`src/rtl/div_seq.sv`:
```
// Multi-cycle restoring divider for DIV/DIVU: one quotient bit per cycle,
// sign fix-up at the end, result held with a ready flag until start drops.
module div_seq (
  input  logic        clk,
  input  logic        rst,
  input  logic        signed_div_i,
  input  logic [31:0] opdata1_i,
  input  logic [31:0] opdata2_i,
  input  logic        start_i,
  input  logic        annul_i,
  output logic [63:0] result_o,
  output logic        ready_o
);

  localparam int unsigned DATA_W = 32;
  localparam int unsigned WR_W   = 2 * DATA_W + 1;
  localparam int unsigned CNT_W  = 6;
  localparam logic [CNT_W-1:0] LAST_ITER = CNT_W'(DATA_W);

  typedef enum logic [1:0] {
    S_FREE   = 2'd0,
    S_BYZERO = 2'd1,
    S_ON     = 2'd2,
    S_END    = 2'd3
  } state_t;

  state_t              state_q, state_d;
  logic [CNT_W-1:0]    cnt_q, cnt_d;
  logic [WR_W-1:0]     wr_q, wr_d;
  logic [DATA_W-1:0]   dvs_q, dvs_d;
  logic                neg_quot_q, neg_quot_d;
  logic                neg_rem_q, neg_rem_d;
  logic [2*DATA_W-1:0] result_d;
  logic                ready_d;

  logic [DATA_W-1:0]   op1_abs, op2_abs;
  logic [DATA_W:0]     diff;
  logic [DATA_W-1:0]   quot_abs, rem_abs;
  logic [DATA_W-1:0]   quot_fix, rem_fix;

  // Operand magnitudes used at capture time
  always_comb begin
    op1_abs = (signed_div_i && opdata1_i[DATA_W-1]) ? DATA_W'(-opdata1_i) : opdata1_i;
    op2_abs = (signed_div_i && opdata2_i[DATA_W-1]) ? DATA_W'(-opdata2_i) : opdata2_i;
  end

  // Trial subtraction of the partial remainder and sign-corrected outputs
  always_comb begin
    diff     = {1'b0, wr_q[2*DATA_W-1:DATA_W]} - {1'b0, dvs_q};
    quot_abs = wr_q[DATA_W-1:0];
    rem_abs  = wr_q[WR_W-1:DATA_W+1];
    quot_fix = neg_quot_q ? DATA_W'(-quot_abs) : quot_abs;
    rem_fix  = neg_rem_q  ? DATA_W'(-rem_abs)  : rem_abs;
  end

  // Next-state and datapath update
  always_comb begin
    state_d    = state_q;
    cnt_d      = cnt_q;
    wr_d       = wr_q;
    dvs_d      = dvs_q;
    neg_quot_d = neg_quot_q;
    neg_rem_d  = neg_rem_q;
    result_d   = result_o;
    ready_d    = ready_o;

    case (state_q)
      S_FREE: begin
        if (start_i && !annul_i) begin
          dvs_d      = op2_abs;
          neg_quot_d = signed_div_i & (opdata1_i[DATA_W-1] ^ opdata2_i[DATA_W-1]);
          neg_rem_d  = signed_div_i & opdata1_i[DATA_W-1];
          wr_d       = {{DATA_W{1'b0}}, op1_abs, 1'b0};
          cnt_d      = '0;
          state_d    = (opdata2_i == '0) ? S_BYZERO : S_ON;
        end
      end

      S_BYZERO: begin
        if (annul_i) begin
          state_d = S_FREE;
        end else begin
          state_d  = S_END;
          result_d = '0;
          ready_d  = 1'b1;
        end
      end

      S_ON: begin
        if (annul_i) begin
          state_d  = S_FREE;
          result_d = '0;
          ready_d  = 1'b0;
        end else if (cnt_q == LAST_ITER) begin
          state_d  = S_END;
          result_d = {rem_fix, quot_fix};
          ready_d  = 1'b1;
        end else begin
          // Restoring step: keep the difference only when it did not borrow
          if (!diff[DATA_W]) begin
            wr_d = {diff[DATA_W-1:0], wr_q[DATA_W-1:0], 1'b1};
          end else begin
            wr_d = {wr_q[WR_W-2:0], 1'b0};
          end
          cnt_d = cnt_q + CNT_W'(1);
        end
      end

      S_END: begin
        if (!start_i) begin
          state_d  = S_FREE;
          result_d = '0;
          ready_d  = 1'b0;
        end
      end

      default: begin
        state_d = S_FREE;
      end
    endcase
  end

  // State and datapath registers
  always_ff @(posedge clk or negedge rst) begin
    if (!rst) begin
      state_q    <= S_FREE;
      cnt_q      <= '0;
      wr_q       <= '0;
      dvs_q      <= '0;
      neg_quot_q <= 1'b0;
      neg_rem_q  <= 1'b0;
      result_o   <= '0;
      ready_o    <= 1'b0;
    end else begin
      state_q    <= state_d;
      cnt_q      <= cnt_d;
      wr_q       <= wr_d;
      dvs_q      <= dvs_d;
      neg_quot_q <= neg_quot_d;
      neg_rem_q  <= neg_rem_d;
      result_o   <= result_d;
      ready_o    <= ready_d;
    end
  end

endmodule

```
`config.mk`:
```
export PLATFORM = sky130hd
export DESIGN_NAME = div_seq
export DESIGN_NICKNAME = d
export VERILOG_FILES = /design/src/rtl/div_seq.sv
export SDC_FILE = /design/constraint.sdc
export NUM_CORES = 1
export LEC_CHECK = 0
export CORE_MARGIN = 1
export CORE_UTILIZATION = 50
export CTS_CLUSTER_SIZE = 8
export DETAILED_ROUTE_END_ITERATION = 16
export PLACE_DENSITY = 0.73
export SLEW_MARGIN = 40
export SYNTH_ARGS = -nofsm -noshare
export SYNTH_HDL_FRONTEND = slang
export SYNTH_SLANG_ARGS = --single-unit
```
`constraint.sdc`:
```
create_clock -name clk -period 5.6 [get_ports clk]
set_clock_uncertainty 0.05 [all_clocks]
set_input_delay 1.4 -clock clk [delete_from_list [all_inputs] [get_ports clk]]
set_output_delay 1.4 -clock clk [all_outputs]
set_load 0.05 [all_outputs]
```
==> flow_summary_export.csv <==
group,metric,value,unit
worst_setup_path,endpoint_kind,"flip-flop",
synthesis,synth_cells,1345,
synthesis,syn-num-nets,1458,
sta,setup_violations,0,
pwr,p_clk_frac,0.140,
synthesis,synth_area,0.0112,mm^2
layout,layout-drive-gt1-share,0.0482,
pwr,power.switching,0.00411,W
global_route,overflow,0,
clocking,holdBufCountCts,0,
worst_setup_path,r2r-start,"wr_q[32]",
clocking,clk_pin_slew_worst_paths,0.07,ns
clocking,cts_resized,0,
worst_setup_path,arrival,4.46,ns
worst_setup_path,crit_required,5.83,ns
worst_setup_path,reg2reg_slack,1.80,ns
floorplanning,chipWidth,152,um
place,portBuffers,133,
pwr,p_leak,5.77,nW
worst_setup_path,crit_end,"wr_q[30]",
synthesis,yosysWarnings,0,
floorplanning,die_h,152,um
sta,hold-worst-slack,0.426,ns
worst_setup_path,worstSetupPathType,"input pin to flip-flop",
global_route,grt_pass1_vias,8835,
synthesis,synth_commonest_cells,"225 x nand2_1, 211 x o21ai_0, 172 x dfrtp_1, 94 x a21oi_1, 88 x xor2_1",
sta,worst_slew_pin_slew,0.764,ns
worst_setup_path,timing.rr.end,"wr_q[64]",
route,wl_per_cell,15.5,um
global_route,grt_pass1_wl,44600,um
sta,rsz0062_at_grt,"false",
clocking,cts_tree,"yes",
route,drt_iter0_drc,701,
floorplanning,dieArea,0.0230,mm^2
synthesis,synth_top_area_cell,"dfrtp_1",
layout,area_growth,19.0,%
route,wirelength,26900,um
global_route,grt_antenna_before_repair,0,
layout,antennaDiodeCount,0,
clocking,cts_root_buffer,"clkbuf_16",
sta,fin_crit,4.23,ns
route,vias,9764,
place,finalWeightedCongestion,0.925,
place,dp_hpwl,20000,um
place,pre_cts_ws,0.992,ns
pwr,p_comb_frac,0.577,
synthesis,ys_types,70,
floorplanning,initial_core_util,0.512,
global_route,grt_usage,0.244,
floorplanning,rows,54,
sta,final_hold_viol_count,0,
clocking,cts_buffers,17,
layout,nets,1553,
clocking,cts_sinks,172,
pwr,power_density,624,mW/mm^2
sta,slew_viol_final,0,
clocking,post_cts_buffers,0,
synthesis,synth_edf_count,0,
sta,fin_setup_tns,0,ns
sta,maxSlewHeadroom,0.491,
floorplanning,core_area,0.0219,mm^2
pwr,p_int,0.00423,W
route,vias_per_cell,5.63,
layout,fin_cells,1733,
worst_setup_path,path_max_fanout,6,
sta,setup_slack,1.37,ns
place,place_inst,1700,
synthesis,yosysTopAreaCellShare,0.384,
worst_setup_path,r2r_cells,13,
worst_setup_path,crit_start,"opdata1_i[5]",
global_route,grt_max_degree,109,
synthesis,synthTopCellsByArea,"dfrtp_1 38%, o21ai_0 9.4%, nand2_1 7.5%, xor2_1 6.9%, ha_1 4.8%",
status,status,"completed",
sta,fmax,236,MHz
clocking,clock_latency,0.43,ns
synthesis,synth_ff_type,"dfrtp_1",
synthesis,yosysMostFrequentCell,"nand2_1",
pwr,power,0.00833,W
synthesis,ys_seq_area_frac,0.384,
floorplanning,io_pins,134,
pwr,p_sw_frac,0.493,
route,drc,0,
synthesis,avgSynthCellArea,8.34,um^2
synthesis,yosys_register_bits,172,
clocking,htreeDepth,4,
min_path,hp-class,"flip-flop to flip-flop",
route,dr.pass1.iters,5,
worst_setup_path,startpoint_type,"input pin",
pwr,pwr-share-seq,0.283,
clocking,clockBufferDepth,2,
pwr,max-vdd-ir-drop,0.000288,V
synthesis,synthArstFlopShare,1.00,
route,ant_nets,0,
sta,timing.final.crit_share,0.755,
flow_run,drv_cap,0,
==> registers in the layout, summed over array words and instances (netlist names) <==
| name | count |
|---|---|
| dvs_q | 32 |
| ready_o | 1 |
| result_o | 64 |
| neg_rem_q | 1 |
| neg_quot_q | 1 |
| state_q | 2 |
| cnt_q | 6 |
| wr_q | 65 |
==> final cells by class <==
cell class,instances,area (um^2)
clock buffer,17,425
clock inverter,15,151
fill,1953,8550
inverter,56,210
multi-input combinational,1050,6470
sequential,172,4310
tap,280,350
timing repair buffer,143,1430
==> cells by family after synthesis <==
| family | share of synthesized area |
|---|---|
| buffers and inverters | 0.0412 |
| muxes | 0.0127 |
| AOI/OAI and AO/OA | 0.224 |
| DFF | 0.384 |
| and+or+nand+nor | 0.176 |
| xor gates and xnor gates | 0.112 |
| adders and majority gates | 0.0498 |
==> worst min-delay path by stage <==
| stage | startpoint | endpoint | slack [ns] | depth (start not counted) |
|---|---|---|---|---|
| finish | result_o[10] | result_o[10] | 0.43 | 2 |
| detailed placement | result_o[10] | result_o[10] | 0.42 | 2 |
| floorplan | dvs_q[10] | dvs_q[10] | 0.40 | 2 |
| global route | result_o[9] | result_o[9] | 0.45 | 2 |
| CTS | result_o[27] | result_o[27] | 0.44 | 2 |
| global placement | result_o[50] | result_o[50] | 0.41 | 2 |
==> power by group through the flow <==
stage	Combinational (W)	Clock, W	Sequential, W
after floorplan	0.00310	0	0.00274
after global placement	0.00469	0	0.00234
after detailed placement	0.00477	0	0.00236
after CTS	0.00480	0.00119	0.00234
after global routing	0.00536	0.00124	0.00243
final	0.00481	0.00117	0.00235
==> worst max-delay path, cell delays in order <==
cell and delay, ns:
clkdlybuf4s50_1 0.47, or4_1 0.55, or3_1 0.36, or3b_1 0.44, nor3_4 0.23, nand3_1 0.25, o41ai_1 0.45, xor2_1 0.18
o221ai_1 0.12
==> placed cells by master, fill, tap and decap left out, types with 10 or more instances in the layout <==
master / synthesis / final
nor3_1: 22 / 22
a21oi_1: 94 / 94
o41ai_1: 12 / 12
or3_1: 15 / 15
clkdlybuf4s50_1: 0 / 132
nor2b_1: 10 / 10
o21ai_0: 211 / 210
o31ai_1: 21 / 21
nand2_1: 225 / 224
xor2_1: 88 / 88
mux2i_1: 12 / 12
nand3_1: 10 / 10
dfrtp_1: 172 / 170
xnor2_1: 56 / 56
a21o_1: 17 / 17
ha_1: 43 / 42
or4_1: 17 / 17
clkbuf_16: 0 / 17
nand2b_1: 10 / 10
nor2_1: 69 / 69
inv_1: 56 / 56
==> metal layers <==
metal | vias up | part of all wire | GRT usage
met3 | 32 | 0.048 | 0.0341
met1 | 4514 | 0.51 | 0.369
met5 | - | 0 | 0
met4 | 0 | 0.016 | 0.0649
li1 | 4929 | - | -
met2 | 289 | 0.43 | 0.364
==> through the flow <==
step                 util  cell area [um^2]
floorplan               -             11200
global placement    0.581             12700
detailed placement  0.582             12700
CTS                 0.608             13300
global route        0.610             13300
finish              0.610             13300
Power figures use the tool's default switching activity.
